===== config.mk =====
export PLATFORM = sky130hd
export DESIGN_NAME = pong_logic
export DESIGN_NICKNAME = d
export VERILOG_FILES = /design/src/rtl/pong_pkg.sv /design/src/rtl/pong_paddle_step.sv /design/src/rtl/pong_logic.sv
export SDC_FILE = /design/constraint.sdc
export NUM_CORES = 1
export LEC_CHECK = 0
export CAP_MARGIN = 20
export CORE_ASPECT_RATIO = 1.1
export CORE_UTILIZATION = 63
export CTS_BUF_LIST = sky130_fd_sc_hd__clkbuf_4 sky130_fd_sc_hd__clkbuf_8 sky130_fd_sc_hd__clkbuf_16
export DETAILED_ROUTE_END_ITERATION = 10
export GPL_ROUTABILITY_DRIVEN = 1
export MAX_ROUTING_LAYER = met4
export PLACE_DENSITY = 0.83
export SYNTH_ARGS = -nofsm -noshare
export SYNTH_HDL_FRONTEND = slang
export SYNTH_SLANG_ARGS = --single-unit

===== constraint.sdc =====
create_clock -name pix_clk -period 8.2 [get_ports pix_clk]
set_input_delay 1.64 -clock pix_clk [delete_from_list [all_inputs] [get_ports pix_clk]]
set_output_delay 1.64 -clock pix_clk [all_outputs]
set_load 0.03 [all_outputs]

===== src/rtl/pong_pkg.sv =====
// Shared types and default geometry for the pong design (game logic and render).
package pong_pkg;

  typedef enum logic [2:0] {IDLE, PADDLE, BALL, COLLIDE, COMMIT} state_t;
  typedef enum logic {NEG = 1'b0, POS = 1'b1} dir_t;

  localparam int CORDW_DEF        = 10;
  localparam int H_RES_DEF        = 640;
  localparam int V_RES_DEF        = 480;
  localparam int BALL_SIZE_DEF    = 8;
  localparam int BALL_SPEED_DEF   = 2;
  localparam int PAD_W_DEF        = 8;
  localparam int PAD_H_DEF        = 48;
  localparam int PAD_OFFS_DEF     = 32;
  localparam int PAD_SPEED_DEF    = 2;
  localparam int SERVE_FRAMES_DEF = 60;
  localparam int SCOREW_DEF       = 4;

endpackage


===== src/rtl/pong_paddle_step.sv =====
// Combinational paddle mover: one step up or down, clamped to [0, lim_i].
module pong_paddle_step
  import pong_pkg::*;
#(
  parameter int CORDW = CORDW_DEF
) (
  input  logic [CORDW-1:0] pos_i,
  input  logic             mv_i,
  input  dir_t             dir_i,
  input  logic [CORDW-1:0] step_i,
  input  logic [CORDW-1:0] lim_i,
  output logic [CORDW-1:0] pos_o
);

  logic [CORDW:0] sum;

  // One extra bit so a downward step past the limit is still visible.
  assign sum = {1'b0, pos_i} + {1'b0, step_i};

  always_comb begin
    pos_o = pos_i;
    if (mv_i) begin
      if (dir_i == NEG) pos_o = (pos_i < step_i) ? '0 : pos_i - step_i;
      else              pos_o = (sum > {1'b0, lim_i}) ? lim_i : sum[CORDW-1:0];
    end
  end

endmodule


===== src/rtl/pong_logic.sv =====
// Per-frame pong game-state engine: a short fixed sequence on each vblank pulse,
// committing ball, paddle and score outputs together in a single edge.
module pong_logic
  import pong_pkg::*;
#(
  parameter int CORDW        = CORDW_DEF,
  parameter int H_RES        = H_RES_DEF,
  parameter int V_RES        = V_RES_DEF,
  parameter int BALL_SIZE    = BALL_SIZE_DEF,
  parameter int BALL_SPEED   = BALL_SPEED_DEF,
  parameter int PAD_W        = PAD_W_DEF,
  parameter int PAD_H        = PAD_H_DEF,
  parameter int PAD_OFFS     = PAD_OFFS_DEF,
  parameter int PAD_SPEED    = PAD_SPEED_DEF,
  parameter int SERVE_FRAMES = SERVE_FRAMES_DEF,
  parameter int SCOREW       = SCOREW_DEF
) (
  input  logic              pix_clk,
  input  logic              rst_pix,
  input  logic              frame,
  input  logic              btn_up,
  input  logic              btn_dn,
  output logic [CORDW-1:0]  ball_x,
  output logic [CORDW-1:0]  ball_y,
  output logic [CORDW-1:0]  pad_l_y,
  output logic [CORDW-1:0]  pad_r_y,
  output logic [SCOREW-1:0] score_l,
  output logic [SCOREW-1:0] score_r,
  output logic              busy,
  output logic              upd
);

  localparam int SERVE_W = $clog2(SERVE_FRAMES + 1);

  typedef logic signed [CORDW:0] bw_t;

  localparam bw_t BSZ    = bw_t'(BALL_SIZE);
  localparam bw_t BSTEP  = bw_t'(BALL_SPEED);
  localparam bw_t BHALF  = bw_t'(BALL_SIZE / 2);
  localparam bw_t HRES   = bw_t'(H_RES);
  localparam bw_t VRES   = bw_t'(V_RES);
  localparam bw_t X_CTR  = bw_t'((H_RES - BALL_SIZE) / 2);
  localparam bw_t Y_CTR  = bw_t'((V_RES - BALL_SIZE) / 2);
  localparam bw_t Y_MAX  = bw_t'(V_RES - BALL_SIZE);
  localparam bw_t PH     = bw_t'(PAD_H);
  localparam bw_t PHALF  = bw_t'(PAD_H / 2);
  localparam bw_t PL_X   = bw_t'(PAD_OFFS);
  localparam bw_t PL_XR  = bw_t'(PAD_OFFS + PAD_W);
  localparam bw_t PR_X   = bw_t'(H_RES - PAD_OFFS - PAD_W);
  localparam bw_t PR_XR  = bw_t'(H_RES - PAD_OFFS);
  localparam bw_t PR_HIT = bw_t'(H_RES - PAD_OFFS - PAD_W - BALL_SIZE);
  localparam bw_t PSTEP_P = bw_t'(PAD_SPEED);
  localparam bw_t PSTEP_N = bw_t'(-PAD_SPEED);

  localparam logic [CORDW-1:0]   PAD_MAX    = CORDW'(V_RES - PAD_H);
  localparam logic [CORDW-1:0]   PAD_CTR    = CORDW'((V_RES - PAD_H) / 2);
  localparam logic [CORDW-1:0]   PSTEP      = CORDW'(PAD_SPEED);
  localparam logic [SERVE_W-1:0] SERVE_INIT = SERVE_W'(SERVE_FRAMES);

  function automatic logic [SCOREW-1:0] sat_inc(input logic [SCOREW-1:0] v);
    return (&v) ? v : v + 1'b1;
  endfunction

  function automatic logic ovl(input bw_t y, input logic [CORDW-1:0] pad);
    bw_t p;
    p = $signed({1'b0, pad});
    return (y + BSZ > p) && (y < p + PH);
  endfunction

  // Reset asserts immediately but releases only on a clock edge.
  logic [1:0] rst_sync_q;
  logic       rst;

  always_ff @(posedge pix_clk or posedge rst_pix) begin
    if (rst_pix) rst_sync_q <= 2'b11;
    else         rst_sync_q <= {rst_sync_q[0], 1'b0};
  end

  assign rst = rst_sync_q[1];

  logic up_m_q, up_s_q, dn_m_q, dn_s_q;

  always_ff @(posedge pix_clk or posedge rst) begin
    if (rst) begin
      up_m_q <= 1'b0;
      up_s_q <= 1'b0;
      dn_m_q <= 1'b0;
      dn_s_q <= 1'b0;
    end else begin
      up_m_q <= btn_up;
      up_s_q <= up_m_q;
      dn_m_q <= btn_dn;
      dn_s_q <= dn_m_q;
    end
  end

  state_t              state_q, state_d;
  bw_t                 bx_q, bx_d, by_q, by_d;
  dir_t                dx_q, dx_d, dy_q, dy_d;
  logic [CORDW-1:0]    pl_q, pl_d, pr_q, pr_d;
  logic [SCOREW-1:0]   sl_q, sl_d, sr_q, sr_d;
  logic [SERVE_W-1:0]  serve_q, serve_d;
  logic                frz_q, frz_d;
  logic                upd_q, upd_d;

  logic [CORDW-1:0]    pl_step, pr_step;
  logic                l_mv, r_mv;
  dir_t                l_dir, r_dir;
  bw_t                 ball_cy, pad_cy, rdiff;

  assign l_mv  = up_s_q ^ dn_s_q;
  assign l_dir = dn_s_q ? POS : NEG;

  // Right paddle chases the ball centre as it stood before this frame's move.
  assign ball_cy = by_q + BHALF;
  assign pad_cy  = $signed({1'b0, pr_q}) + PHALF;
  assign rdiff   = ball_cy - pad_cy;
  assign r_mv    = (rdiff > PSTEP_P) || (rdiff < PSTEP_N);
  assign r_dir   = rdiff[CORDW] ? NEG : POS;

  pong_paddle_step #(.CORDW(CORDW)) u_step_l (
    .pos_i (pl_q),
    .mv_i  (l_mv),
    .dir_i (l_dir),
    .step_i(PSTEP),
    .lim_i (PAD_MAX),
    .pos_o (pl_step)
  );

  pong_paddle_step #(.CORDW(CORDW)) u_step_r (
    .pos_i (pr_q),
    .mv_i  (r_mv),
    .dir_i (r_dir),
    .step_i(PSTEP),
    .lim_i (PAD_MAX),
    .pos_o (pr_step)
  );

  bw_t  ny;
  dir_t ndy;
  logic hit_l, hit_r;

  always_comb begin
    state_d = state_q;
    bx_d    = bx_q;
    by_d    = by_q;
    dx_d    = dx_q;
    dy_d    = dy_q;
    pl_d    = pl_q;
    pr_d    = pr_q;
    sl_d    = sl_q;
    sr_d    = sr_q;
    serve_d = serve_q;
    frz_d   = frz_q;
    upd_d   = 1'b0;
    ny      = by_q;
    ndy     = dy_q;
    hit_l   = 1'b0;
    hit_r   = 1'b0;
    case (state_q)
      IDLE: if (frame) state_d = PADDLE;
      PADDLE: begin
        pl_d    = pl_step;
        pr_d    = pr_step;
        state_d = BALL;
      end
      BALL: begin
        if (serve_q != '0) begin
          serve_d = serve_q - 1'b1;
          frz_d   = 1'b1;
        end else begin
          frz_d = 1'b0;
          bx_d  = (dx_q == POS) ? bx_q + BSTEP : bx_q - BSTEP;
          by_d  = (dy_q == POS) ? by_q + BSTEP : by_q - BSTEP;
        end
        state_d = COLLIDE;
      end
      COLLIDE: begin
        if (!frz_q) begin
          if (by_q[CORDW]) begin
            ny  = '0;
            ndy = POS;
          end else if (by_q + BSZ > VRES) begin
            ny  = Y_MAX;
            ndy = NEG;
          end
          by_d  = ny;
          dy_d  = ndy;
          hit_l = (dx_q == NEG) && (bx_q <= PL_XR) && (bx_q + BSZ > PL_X) && ovl(ny, pl_q);
          hit_r = (dx_q == POS) && (bx_q + BSZ >= PR_X) && (bx_q < PR_XR) && ovl(ny, pr_q);
          if (hit_l) begin
            bx_d = PL_XR;
            dx_d = POS;
          end else if (hit_r) begin
            bx_d = PR_HIT;
            dx_d = NEG;
          end else if (bx_q[CORDW] || (bx_q + BSZ > HRES)) begin
            // The ball re-serves toward whoever just conceded.
            if (bx_q[CORDW]) begin
              sr_d = sat_inc(sr_q);
              dx_d = NEG;
            end else begin
              sl_d = sat_inc(sl_q);
              dx_d = POS;
            end
            bx_d    = X_CTR;
            by_d    = Y_CTR;
            serve_d = SERVE_INIT;
          end
        end
        state_d = COMMIT;
      end
      COMMIT: begin
        upd_d   = 1'b1;
        state_d = IDLE;
      end
      default: state_d = IDLE;
    endcase
  end

  always_ff @(posedge pix_clk or posedge rst) begin
    if (rst) begin
      state_q <= IDLE;
      bx_q    <= X_CTR;
      by_q    <= Y_CTR;
      dx_q    <= POS;
      dy_q    <= POS;
      pl_q    <= PAD_CTR;
      pr_q    <= PAD_CTR;
      sl_q    <= '0;
      sr_q    <= '0;
      serve_q <= SERVE_INIT;
      frz_q   <= 1'b0;
      upd_q   <= 1'b0;
    end else begin
      state_q <= state_d;
      bx_q    <= bx_d;
      by_q    <= by_d;
      dx_q    <= dx_d;
      dy_q    <= dy_d;
      pl_q    <= pl_d;
      pr_q    <= pr_d;
      sl_q    <= sl_d;
      sr_q    <= sr_d;
      serve_q <= serve_d;
      frz_q   <= frz_d;
      upd_q   <= upd_d;
    end
  end

  // Render-facing registers only change in COMMIT, all on the same edge.
  logic [CORDW-1:0]  ball_x_q, ball_y_q, pad_l_q, pad_r_q;
  logic [SCOREW-1:0] score_l_q, score_r_q;

  always_ff @(posedge pix_clk or posedge rst) begin
    if (rst) begin
      ball_x_q  <= X_CTR[CORDW-1:0];
      ball_y_q  <= Y_CTR[CORDW-1:0];
      pad_l_q   <= PAD_CTR;
      pad_r_q   <= PAD_CTR;
      score_l_q <= '0;
      score_r_q <= '0;
    end else if (state_q == COMMIT) begin
      ball_x_q  <= bx_q[CORDW-1:0];
      ball_y_q  <= by_q[CORDW-1:0];
      pad_l_q   <= pl_q;
      pad_r_q   <= pr_q;
      score_l_q <= sl_q;
      score_r_q <= sr_q;
    end
  end

  assign ball_x  = ball_x_q;
  assign ball_y  = ball_y_q;
  assign pad_l_y = pad_l_q;
  assign pad_r_y = pad_r_q;
  assign score_l = score_l_q;
  assign score_r = score_r_q;
  assign busy    = (state_q != IDLE);
  assign upd     = upd_q;

endmodule


* Yosys cells after proc, flatten, opt, wreduce, memory -nomap -nowiden
Index checks and enable logic that the tools add are counted.
** Storage, ports and cells
- Logic and storage cells :: 146
- Bits of input ports :: 5
- Register bits :: 117
- Output and inout port bits :: 50
** Operators by class
- Bitwise logic cells :: 8
- Order comparisons :: 16
- Add/sub/neg operators :: 19
- Reductions and logical operators :: 27
- Mux-type cells :: 41
- Eq/ne operators :: 12
** Operators with widths (count)
- $mux 11 :: 14
- $mux 10 :: 8
- $pmux 11 s2 :: 2
- $add 11x5->11 const B :: 3
- $mux 6 :: 5
- $add 10x2->11 const B :: 2
- $add 10x6->11 const B :: 2
- $add 11x3->11 const B :: 2
- $gt 11x11->1 :: 2
- $gt 11x9->1 const B :: 2
- $lt 11x11->1 :: 2
- $sub 11x3->11 const B :: 2
- $lt 10x2->1 const B :: 2
- $sub 10x2->10 const B :: 2
- $ne 2x2->1 const B :: 7
- $reduce_and 7->1 :: 2
- $pmux 3 s4 :: 1
- $pmux 6 s2 :: 1
- $reduce_and 4->1 :: 3
- $add 10x5->11 const B :: 1
- $add 11x4->11 const B :: 1
- $ge 11x11->1 const B :: 1
- $gt 11x10->1 const B :: 1
- $gt 11x11->1 const B :: 1
- other kinds (25) :: 54

* Depth between registers and ports, before layout
Gate-level depths: netlist of the first run.
- Depth in word-level cells :: 14
- Depth in mapped cells :: 18
- Gate-level depth less buffers :: 17

* Hierarchy
A second synthesis of the first run with hierarchy kept.
** Second synthesis, totals
- Cells, all modules :: 1196
- Area total of the unflattened synthesis :: 10518.8 µm²
** Modules (own cells, without submodules)
- pong_logic :: area an instance 7368.3 µm², sequential area each 2932.8 µm², instances 1, cells each 747
- pong_paddle_step at u_step_r :: area an instance 1605.3 µm², sequential area each 0.0 µm², instances 1, cells each 225
- pong_paddle_step at u_step_l :: area an instance 1545.2 µm², sequential area each 0.0 µm², instances 1, cells each 224

* Worst setup path before layout of the first run
OpenSTA, ideal clock, no wires.
- Kind :: reg2reg
- Start :: reg by_q[3]
- End :: reg bx_q[2]
- Data required time :: 8.118 ns
- Arrival time :: 4.058 ns
- Period minus slack after synthesis :: 4.140 ns
- Cell stages (with the launch flop) :: 18
- Setup time :: 0.082 ns
- Setup slack :: 4.060 ns
- Path buffers :: 1
- Cells stage by stage :: dfstp_2 -> ha_1 -> nand3_1 -> o21a_1 -> or2_1 -> or2_1 -> buf_4 -> a21o_1 -> nor2_1 -> xnor2_1 -> ha_1 -> a21o_1 -> a2111oi_0 -> nor4_1 -> o21ai_1 -> a211oi_4 -> o31ai_4 -> mux2_4
** On the way
- Cells in the longest elaborated chain, start to end :: 14
- Elaborated cells on any way between the ends :: 21
- Those cells by class :: 2 x add/sub; 5 x order compare; 1 x eq/ne; 8 x mux; 5 x reduce/logical
** RTL lines
- from (decl) :: line pong_logic.sv:98 : bw_t bx_q, bx_d, by_q, by_d;
- from (signal assigned) :: line pong_logic.sv:238 : by_q <= by_d;
- $add 11x5->11 :: line pong_logic.sv:183 : end else if (by_q + BSZ > VRES) begin
- $gt 11x10->1 :: line pong_logic.sv:183
- $mux 10 * :: line pong_logic.sv:183
- $mux 10 * :: line pong_logic.sv:180 : if (by_q[CORDW]) begin
- $mux 11 * :: line pong_logic.sv:179 : if (!frz_q) begin
- $mux 11 * :: line pong_logic.sv:160 : case (state_q)
- $add 11x5->11 :: line pong_logic.sv:67 : return (y + BSZ > p) && (y < p + PH);
- $gt 11x11->1 :: line pong_logic.sv:67
- $logic_and 1x1->1 :: line pong_logic.sv:67
- $logic_and 1x1->1 :: line pong_logic.sv:190 : hit_r = (dx_q == POS) && (bx_q + BSZ >= PR_X) && (bx_q < PR_XR) && ovl(ny, pr_q);
- $mux 11 :: line pong_logic.sv:194 : end else if (hit_r) begin
- $mux 11 :: line pong_logic.sv:191 : if (hit_l) begin
- $mux 11 :: line pong_logic.sv:179
- $pmux 11 s2 :: line pong_logic.sv:160
- to (signal assigned) :: line pong_logic.sv:224 : bx_q <= X_CTR;
- to (signal assigned) :: line pong_logic.sv:237 : bx_q <= bx_d;
- to (decl) :: line pong_logic.sv:98
Every way passes the cells marked *; elsewhere a longest branch is shown, timed or not. The select of a mux whose other input is x is not followed.
A chain may end at the register's enable or synchronous reset.

* Worst setup path in the final report of the first run
- Start :: reg by_q[3]
- End :: reg bx_q[3]
The elaborated chain is that of the path after synthesis.

==> metrics.txt, run 1 <==
cells resized by post-CTS repair 0; layout cells sized above 1 0.147; class of the worst hold path reg -> async; crit end category flop; Boundary Pins 55; Seq. cell area 0.00283 mm^2; Cells after Synth 913; global-route wire length before repair 33,800 um; die height 123 um; Final Util 0.722; fin. max-slew vios 0; post-synthesis cell type count 83; row count 43; Final Hold Fails 0; top-area cell type share of the netlist area 0.200; mapped cell area about 0.0084 mm^2; nets 1,025; relative slew slack 0.293; DR vias 7,190; Die W 112 um; Min Clock Period, post-route 4.81 ns; Max Cap Violations 0; #FFs+latches synth 111; htree depth 3; Vias/cell approximately 6.5; Peak VDD IR 198 uV; Design Area, Final 0.00925 mm^2; Final WS setup 3.39 ns; RSZ-0062 raised after global routing false; Max clock buf depth 2; top_reg_cell synth dfrtp_1; Place WS around 3.5 ns; synth-to-layout area growth 10.5%; leading area contributor after synthesis dfrtp_1; vias in the first global route 6,896; initial antenna violation count 0; Final HPWL DP between 10,000 and 15,000 um; total negative slack 0 ns; WHS 0.319 ns; failing checks design-rule violations; Fill cells 987; r2r endpoint bx_q[3]; slew at the pin with the worst max-slew slack 1.05 ns; commonest cells in the netlist ha_1 (76), dfrtp_1 (67), inv_1 (61); Port Buf Inserts 51; R2R Setup Slk 3.39 ns; Slowest-stage cell, CP dfstp_2; total wire length 20,600 um; Clock Sinks 111; GRT Util Overall 0.322; Starting Density 0.654; delay of the slowest critical-path stage 0.64 ns; pin count of the biggest net entering global routing 67; path depth of the worst reg2reg path 16; Root Driver clkbuf_16; Routed Antenna Nets 0; CP bufs+invs 0; status complete, but fails checks; Post-CTS Setup Bufs 0; Crit Path Max Fanout 10; drt initial violations 719; clock slew seen by the registers of the worst setup and hold paths 0.08 ns; area post-placement 0.00894 mm^2; most common cell in the netlist ha_1; Critical Path RT roughly 8.5 ns; Die Footprint 0.0138 mm^2; syn_area_per_cell 9.17 um^2; Worst setup SP type flop; CTS tree built; diodes inserted 0; critical-path cell list ha_1 -> nand3_1 -> o21a_1 -> or2_1 -> or2_1 -> a21oi_1 -> nand3_1 -> xnor2_1 -> ha_1 -> a211o_1 -> a2111oi_0 -> nor4_1 -> o21ai_1 -> a211oi_4 -> o31ai_4 -> mux2_4; RePlAce Congestion 0.930; synth top area cells dfrtp_1 (20%), dfstp_2 (14%), ha_1 (11%); register area share after synthesis 0.338; final period utilization 0.586; global route total overflow 0; YS warnings 0; WL/cell 18.7 um; clk_lat worst skew 0.37 ns; worst reg2reg startpoint by_q[3]; clk_skew 0.0177 ns; CTS Hold Bufs 0; Static Leak slightly above 0.004 uW; # setup viols final 0; arrival time worst endpoint ~5.1 ns; drc violations 1; area of the multi-input gates 0.00513 mm^2; CP delay by family, top compound AO/OA/AOI/OAI gates; Power Density ~380 mW/mm^2; maximum clock frequency around 0.21 GHz; TritonCTS Buffers 9; Core Box Area 0.0128 mm^2; Crit Path Class reg -> reg; iteration count of the initial detailed-routing pass 9; async set-reset flop share out of synthesis 1.00; Post-synth EDFFs 0
[cell usage in the layout, fill, tap and decap left out, drive strengths merged, types with 5 or more instances in the layout]
cell type,instances
ha,76
o21ai,69
dfrtp,67
inv,67
nand2,55
a21oi,55
mux2,54
clkdlybuf4s50,51
nor2,50
dfstp,44
nor3,36
nand3,30
xnor2,30
a21o,17
xor2,15
nand4,13
and3,11
or3,11
a211oi,11
a31oi,9
and2,9
clkbuf,9
o31ai,9
o21a,9
or2,9
o22ai,8
nor4,8
a2111oi,8
clkinv,6
nand2b,5
and4,5
o2bb2ai,5
o21bai,5
conb,5
[cell families (layout without fill, tap and decap cells)]
| family | count (synthesis) | count (layout) | synth area share |
|---|---|---|---|
| xor+xnor | 45 | 45 | 0.0471 |
| fa+ha+maj | 79 | 79 | 0.121 |
| simple gates | 259 | 259 | 0.157 |
| compound gates | 253 | 253 | 0.206 |
| flops | 111 | 111 | 0.338 |
| other cells | 2 | 5 | 0.000897 |
| buf+inv | 106 | 136 | 0.0505 |
| mux | 58 | 58 | 0.0797 |
[routing by layer]
layer / global-route usage / routed length, um / vias to the layer above
met5: - / 0 / -
met4: 0.168 / 693 / 0
met3: 0.0348 / 1020 / 57
met2: 0.529 / 9990 / 250
met1: 0.397 / 8920 / 3473
li1: - / - / 3410
[worst max path at each step]
stage                     startpoint      end  cells past startpoint  slack, ns
after global routing         by_q[3]  bx_q[2]                     16       3.14
after detailed placement     by_q[3]  bx_q[3]                     16       3.46
after floorplan              by_q[3]  bx_q[2]                     17       4.06
after global placement       by_q[3]  bx_q[5]                     16       3.55
after CTS                    by_q[3]  bx_q[3]                     16       3.44
final                        by_q[3]  bx_q[3]                     16       3.39
[flip-flops by register name, indices dropped and copies added, names as in the netlist]
| register | flops |
|---|---|
| ball_y | 10 |
| ball_x | 9 |
| dy_q | 1 |
| frz_q | 1 |
| rst_sync_q | 2 |
| dn_s_q | 1 |
| pad_l_y | 9 |
| up_m_q | 1 |
| pr_q | 9 |
| upd | 1 |
| state_q | 3 |
| score_r | 4 |
| by_q | 11 |
| score_l | 4 |
| serve_q | 6 |
| pl_q | 9 |
| bx_q | 10 |
| pad_r_y | 9 |
| dn_m_q | 1 |
| up_s_q | 1 |
| sr_q | 4 |
| dx_q | 1 |
| sl_q | 4 |
[power breakdown]
group	switching [uW]	internal, uW
Clock	230	216
Combinational	1200	858
Sequential	262	774
[cell type report]
cell class	count	area share
clock inverter	7	0.00812
timing repair buffer	54	0.0580
sequential	111	0.306
multi-input combinational	699	0.555
clock buffer	9	0.0244
tap	157	0.0212
inverter	66	0.0271
[worst reg2reg max path, delay by kind of cell, from the launching register on]
family	cells	cell delay, ns
compound gates	7	2.10
xor+xnor	1	0.24
fa+ha+maj	2	0.50
flops	1	0.64
mux	1	0.36
simple gates	5	0.91
[metrics by stage]
step	power, uW	cells
5_1_grt	3800	1103
3_3_place_gp	2990	1086
4_1_cts	3510	1102
2_1_floorplan	2540	916
6_report	3540	1103
3_5_place_dp	3040	1086
No activity file was read; power rests on OpenSTA's default activity.
==> run 2: changes to the inputs <==
--- a/config.mk
+++ b/config.mk
@@ -7,12 +7,12 @@
 export LEC_CHECK = 0
 export CAP_MARGIN = 20
 export CORE_ASPECT_RATIO = 1.1
-export CORE_UTILIZATION = 63
+export CORE_UTILIZATION = 55
 export CTS_BUF_LIST = sky130_fd_sc_hd__clkbuf_4 sky130_fd_sc_hd__clkbuf_8 sky130_fd_sc_hd__clkbuf_16
 export DETAILED_ROUTE_END_ITERATION = 10
 export GPL_ROUTABILITY_DRIVEN = 1
 export MAX_ROUTING_LAYER = met4
-export PLACE_DENSITY = 0.83
+export PLACE_DENSITY = 0.77
 export SYNTH_ARGS = -nofsm -noshare
 export SYNTH_HDL_FRONTEND = slang
 export SYNTH_SLANG_ARGS = --single-unit
==> constraint.sdc (replaced) <==
create_clock -name pix_clk -period 4.2 [get_ports pix_clk]
set_input_delay 0.84 -clock pix_clk [delete_from_list [all_inputs] [get_ports pix_clk]]
set_output_delay 0.84 -clock pix_clk [all_outputs]
set_load 0.03 [all_outputs]
==> run 2 against run 1 <==
  * The run ends with negative setup slack left
  * Sequential cell count stayed put
  * Sequential share of layout area is 1.9 points lower
  * Total power is 100% higher
  * Cell area is 6.5% higher
  * Global-route usage is 3.7 points lower
  * Register-to-register slack worse by 3.4 ns
  * Clock skew is 0.0067 ns lower
  * Maximum frequency is 14% higher
  * First-iteration DRC count is 20% lower
  * Die area is 14% higher
  * Non-clock buffer count is 53 higher
  * Clock power is 100% higher
  * Largest cell class unchanged
==> metrics.txt, run 2 (same netlist as run 1, synthesis figures left out) <==
status complete, but fails checks; failing checks negative setup slack; # setup viols final 1 (+1); WHS 0.351 ns (+0.0324 ns); WL/cell 17.8 um (-4.9%); Static Leak 0.00435 uW (+7.6%); diodes inserted 0 (unchanged); Starting Density 0.573 (-0.0811); nets 1,078 (+5.2%); GRT Util Overall 0.284 (-0.0374); arrival time worst endpoint 4.45 ns (-0.66 ns); drt initial violations 575 (-20%); CTS tree built; relative slew slack 0.329 (+0.0356); Max clock buf depth 2 (unchanged); Boundary Pins 55 (unchanged); global-route wire length before repair 34,700 um (+2.7%); Min Clock Period, post-route 4.20 ns (-0.607 ns); Fill cells 1,207 (+22%); fin. max-slew vios 0 (unchanged); clk_skew 0.0110 ns (-0.00670 ns); commonest non-fill, non-tap cell in the layout ha_1; area of the multi-input gates 0.00526 mm^2 (+2.5%); synth-to-layout area growth 17.7%; pin count of the biggest net entering global routing 75 (+12%); final period utilization 1.00 (+0.414); Final WS setup -0.00182 ns (-3.39 ns); total negative slack -0.00182 ns (-0.00182 ns); clk_lat worst skew 0.37 ns (about the same); total wire length 21,200 um (+2.7%); DR vias 7,362 (+2.4%); Peak VDD IR 377 uV (+90%); htree depth 3 (unchanged); Crit Path Class reg -> reg; Root Driver clkbuf_16; drc violations 0 (-1); RePlAce Congestion 0.948 (+1.9%); Vias/cell 6.18 (-5.2%); iteration count of the initial detailed-routing pass 5 (-4); Routed Antenna Nets 0 (unchanged); Critical Path RT 4.45 ns (-4.05 ns); die height 131 um (+6.9%); class of the worst hold path reg -> reg; initial antenna violation count 0 (unchanged); clock slew seen by the registers of the worst setup and hold paths 0.07 ns (about the same); Crit Path Max Fanout 5 (-5); CTS Hold Bufs 0 (unchanged); row count 46 (+7.0%); maximum clock frequency 0.238 GHz (+14%); crit end category flop; Final Hold Fails 0 (unchanged); slew at the pin with the worst max-slew slack 1.00 ns (-0.0486 ns); vias in the first global route 7,169 (+4.0%); commonest non-fill, non-tap cells in the layout ha_1 (74), dfrtp_1 (67), inv_1 (60); Final HPWL DP 15,500 um (+3.5%); global route total overflow 0 (unchanged); Largest Register by_q; Worst setup SP type flop; Port Buf Inserts 51 (unchanged); number of flip-flops in the largest register 11 (unchanged); Clock Sinks 111 (unchanged); RSZ-0062 raised after global routing true; Max Cap Violations 0 (unchanged); Core Box Area 0.0146 mm^2 (+14%); Power Density 731 mW/mm^2 (+91%); TritonCTS Buffers 9 (unchanged); Die W 120 um (+6.9%); layout cells sized above 1 0.213 (+0.0663); Die Footprint 0.0157 mm^2 (+14%); Seq. cell area 0.00283 mm^2 (unchanged)
run 2: area by class of cell:
class / instances / area share
Timing Repair Buffer: 107 / 0.0977
Clock inverter: 7 / 0.00800
Tap cell: 192 / 0.0244
Inverter: 66 / 0.0254
Multi-Input combinational cell: 699 / 0.534
Sequential cell: 111 / 0.288
Clock buffer: 9 / 0.0229
run 2: final timing paths:
| kind | cells past startpoint | from | endpoint | slack (ns) |
|---|---|---|---|---|
| setup / recovery | 19 | by_q[3] | bx_q[1] | -0.002 |
| hold / removal | 0 | dn_m_q | dn_s_q | 0.35 |
| setup reg to reg | 19 | by_q[3] | bx_q[1] | -0.002 |
| hold reg to reg | 0 | dn_m_q | dn_s_q | 0.35 |
| max in group asynchronous | 2 | rst_sync_q[1] | pad_r_y[6] | 2.72 |
| min in group asynchronous | 1 | rst_sync_q[1] | ball_x[1] | 0.45 |
run 2: timing repair:
| action | in CTS | in global routing |
|---|---|---|
| gates resized for setup | 16 | 17 |
| hold endpoints to repair | 0 | 0 |
| endpoints found under the setup margin | 8 | 9 |
| buffers inserted | 4 | 5 |
| pin swaps | 0 | 12 |
| gates cloned | 1 | 0 |
run 2: report_power, final:
| group | internal (uW) | total (uW) | switching (uW) |
|---|---|---|---|
| combinational | 1870 | 4400 | 2530 |
| sequential | 1510 | 1900 | 393 |
| clock | 471 | 898 | 427 |
run 2: metal layers:
metal / vias to the layer above / GRT usage / wire length, um
met4: 0 / 0.131 / 734
met3: 56 / 0.0382 / 1190
met5: - / - / 0
met2: 269 / 0.462 / 10200
li1: 3513 / - / -
met1: 3524 / 0.351 / 9050
run 2: stage by stage:
stage / util / power (uW) / area (um^2) / cells / setup WS (ns)
after floorplan: - / 4950 / 8380 / 916 / 0.0600
after global placement: 0.638 / 6040 / 9330 / 1166 / -0.00155
after detailed placement: 0.638 / 6130 / 9330 / 1166 / -0.135
after CTS: 0.668 / 7110 / 9760 / 1187 / 0.0115
after global routing: 0.674 / 7740 / 9850 / 1191 / -0.136
final: 0.674 / 7200 / 9850 / 1191 / -0.00182
run 2: critical path, stage by stage, from the launching register on:
cell	delay (ns)
dfstp_2	0.57
ha_4	0.14
nand3_2	0.06
o21a_1	0.20
or2_1	0.23
or2_4	0.28
a21o_1	0.21
buf_6	0.14
nor2_4	0.15
ha_4	0.22
and3_4	0.15
o21ai_2	0.05
o22ai_1	0.08
or4_4	0.53
a2111oi_4	0.29
o21a_4	0.19
o31ai_4	0.07
buf_6	0.14
buf_16	0.12
mux2_4	0.25
==> run 3: changes to the inputs <==
--- a/config.mk
+++ b/config.mk
@@ -7,6 +7,7 @@
 export LEC_CHECK = 0
 export CAP_MARGIN = 20
 export CORE_ASPECT_RATIO = 1.1
+export CORE_MARGIN = 2
 export CORE_UTILIZATION = 55
 export CTS_BUF_LIST = sky130_fd_sc_hd__clkbuf_4 sky130_fd_sc_hd__clkbuf_8 sky130_fd_sc_hd__clkbuf_16
 export DETAILED_ROUTE_END_ITERATION = 10
==> run 3 against run 2 <==
  * The flow now finishes without violations
  * Largest cell class unchanged
  * Clock power shrank 5.6%
  * Total power about the same
  * Cell area rose by 0.19%
  * Sequential share of layout area is 0.055 points lower
==> metrics.txt, run 3 (same netlist as run 1, synthesis figures left out) <==
status complete, no violations; vias in the first global route 6,921 (-3.5%); critical-path cell list ha_4 -> nand3_2 -> o21a_1 -> or2_1 -> or2_4 -> a21o_4 -> buf_6 -> nor2_4 -> ha_4 -> and3_4 -> o21ai_2 -> o22ai_2 -> or4_4 -> a2111oi_4 -> o21a_4 -> o31ai_4 -> buf_12 -> mux2_4; Final WS setup 0.0459 ns (+0.0477 ns); Final Util 0.658 (-0.0157); class of the worst hold path reg -> reg; Largest Register by_q; initial antenna violation count 0 (unchanged); drc violations 0 (unchanged); commonest non-fill, non-tap cells in the layout ha_1 (70), dfrtp_1 (67), inv_1 (59); GRT Util Overall 0.272 (-0.0127); Final Hold Fails 0 (unchanged); worst reg2reg startpoint by_q[3]; CTS Hold Bufs 0 (unchanged); slew at the pin with the worst max-slew slack 0.878 ns (-0.126 ns); layout cells sized above 1 0.215 (+0.00136); Slowest-stage cell, CP dfstp_2; clock slew seen by the registers of the worst setup and hold paths 0.08 ns (about the same); htree depth 3 (unchanged); area of the multi-input gates 0.00536 mm^2 (+2.0%); total negative slack 0 ns (+0.00182 ns); synth-to-layout area growth 17.9%; Worst Hold End dn_s_q; TritonCTS Buffers 9 (unchanged); CP bufs+invs 2 (-1); RePlAce Congestion 0.941 (-0.69%); total wire length 21,600 um (+1.8%); min-delay src dn_m_q; row count 47 (+2.2%); iteration count of the initial detailed-routing pass 6 (+1); nets 1,067 (-1.0%); global-route wire length before repair 34,200 um (-1.3%); CTS tree built; WL/cell 18.2 um (+2.4%); clk_skew 0.0109 ns (-0.0000799 ns); Place WS -0.0675 ns (+0.0679 ns); clk_lat worst skew 0.37 ns (about the same); R2R Setup Slk 0.05 ns (+0.05 ns); delay of the slowest critical-path stage 0.57 ns (about the same); # setup viols final 0 (-1); fin. max-slew vios 0 (unchanged); Final HPWL DP 15,300 um (-0.96%); Min Clock Period, post-route 4.15 ns (-0.0477 ns); Worst setup SP type flop; Max Cap Violations 0 (unchanged); Max clock buf depth 2 (unchanged); Power Density 730 mW/mm^2 (-0.15%); final period utilization 0.989 (-0.0114); Crit Path Class reg -> reg; Core Box Area 0.0150 mm^2 (+2.6%); commonest non-fill, non-tap cell in the layout ha_1; Die Footprint 0.0162 mm^2 (+3.2%); RSZ-0062 raised after global routing true; Tot Pwr 7210 uW (about the same); Peak VDD IR 426 uV (+13%); r2r endpoint bx_q[1]; Routed Antenna Nets 0 (unchanged); Top cell by count, worst path ha_4; Critical Path RT 4.44 ns (about the same); pin count of the biggest net entering global routing 71 (-5.3%); diodes inserted 0 (unchanged); Starting Density 0.558 (-0.0144); Clock Sinks 111 (unchanged); Static Leak 0.00431 uW (-0.84%); number of flip-flops in the largest register 11 (unchanged); relative slew slack 0.410 (+0.0808); Die W 122 um (+1.7%); WHS 0.353 ns (+0.00151 ns); maximum clock frequency 0.241 GHz (+1.1%); DR vias 7,433 (+0.96%); global route total overflow 0 (unchanged); die height 133 um (+1.5%); Seq. cell area 0.00283 mm^2 (unchanged); Crit Path Max Fanout 5 (unchanged); crit end category flop; arrival time worst endpoint 4.40 ns (-0.05 ns); CP delay by family, top simple AND/OR/NAND/NOR gates; Port Buf Inserts 51 (unchanged); Fill cells 1,178 (-2.4%); Root Driver clkbuf_16; path depth of the worst reg2reg path 18 (-1); Vias/cell 6.28 (+1.6%); Boundary Pins 55 (unchanged); drt initial violations 640 (+11%); hold path cells 0 (unchanged)
## run 3: timing repair
| item | CTS | global route |
|---|---|---|
| gates resized for setup | 2 | 43 |
| pin swaps | 0 | 14 |
| endpoints found under the setup margin | 5 | 10 |
| cloned | 0 | 1 |
| buffers inserted | 0 | 9 |
## run 3: worst max path at each step
stage	startpoint	end	slack, ns	cells after the start
6_report	by_q[3]	bx_q[1]	0.05	18
3_3_place_gp	by_q[3]	bx_q[1]	0.1	18
4_1_cts	by_q[3]	bx_q[1]	0.0006	18
2_1_floorplan	by_q[3]	bx_q[2]	0.06	17
3_5_place_dp	by_q[3]	bx_q[3]	-0.07	17
5_1_grt	by_q[3]	bx_q[8]	-0.10	17
## run 3: power breakdown
part           switching (uW)  internal, uW
Combinational            2550          1880
Clock                     432           416
Sequential                417          1510
## run 3: per-stage QoR
| step | cells | cell area (um^2) |
|---|---|---|
| 2_1_floorplan | 916 | 8380 |
| 3_3_place_gp | 1159 | 9250 |
| 3_5_place_dp | 1159 | 9250 |
| 4_1_cts | 1175 | 9550 |
| 5_1_grt | 1184 | 9870 |
| 6_report | 1184 | 9870 |
## run 3: routing by layer
layer / global-route usage / vias up / routed length (um)
li1: - / 3495 / -
met1: 0.345 / 3572 / 8880
met2: 0.438 / 298 / 10600
met3: 0.0355 / 68 / 1270
met4: 0.115 / 0 / 785
met5: - / - / 0
## run 3: worst reg2reg max path, cell delays in order (launching register included)
cell,delay (ns)
dfstp_2,0.57
ha_4,0.15
nand3_2,0.09
o21a_1,0.19
or2_1,0.21
or2_4,0.26
a21o_4,0.25
buf_6,0.13
nor2_4,0.12
ha_4,0.22
and3_4,0.15
o21ai_2,0.06
o22ai_2,0.08
or4_4,0.54
a2111oi_4,0.29
o21a_4,0.22
o31ai_4,0.10
buf_12,0.16
mux2_4,0.26
## run 3: area by class of cell
type / count / area share
tap: 196 / 0.0249
multi-input combinational: 699 / 0.543
clock buffer: 9 / 0.0228
sequential: 111 / 0.287
timing repair buffer: 96 / 0.0902
clock inverter: 7 / 0.00634
inverter: 66 / 0.0254
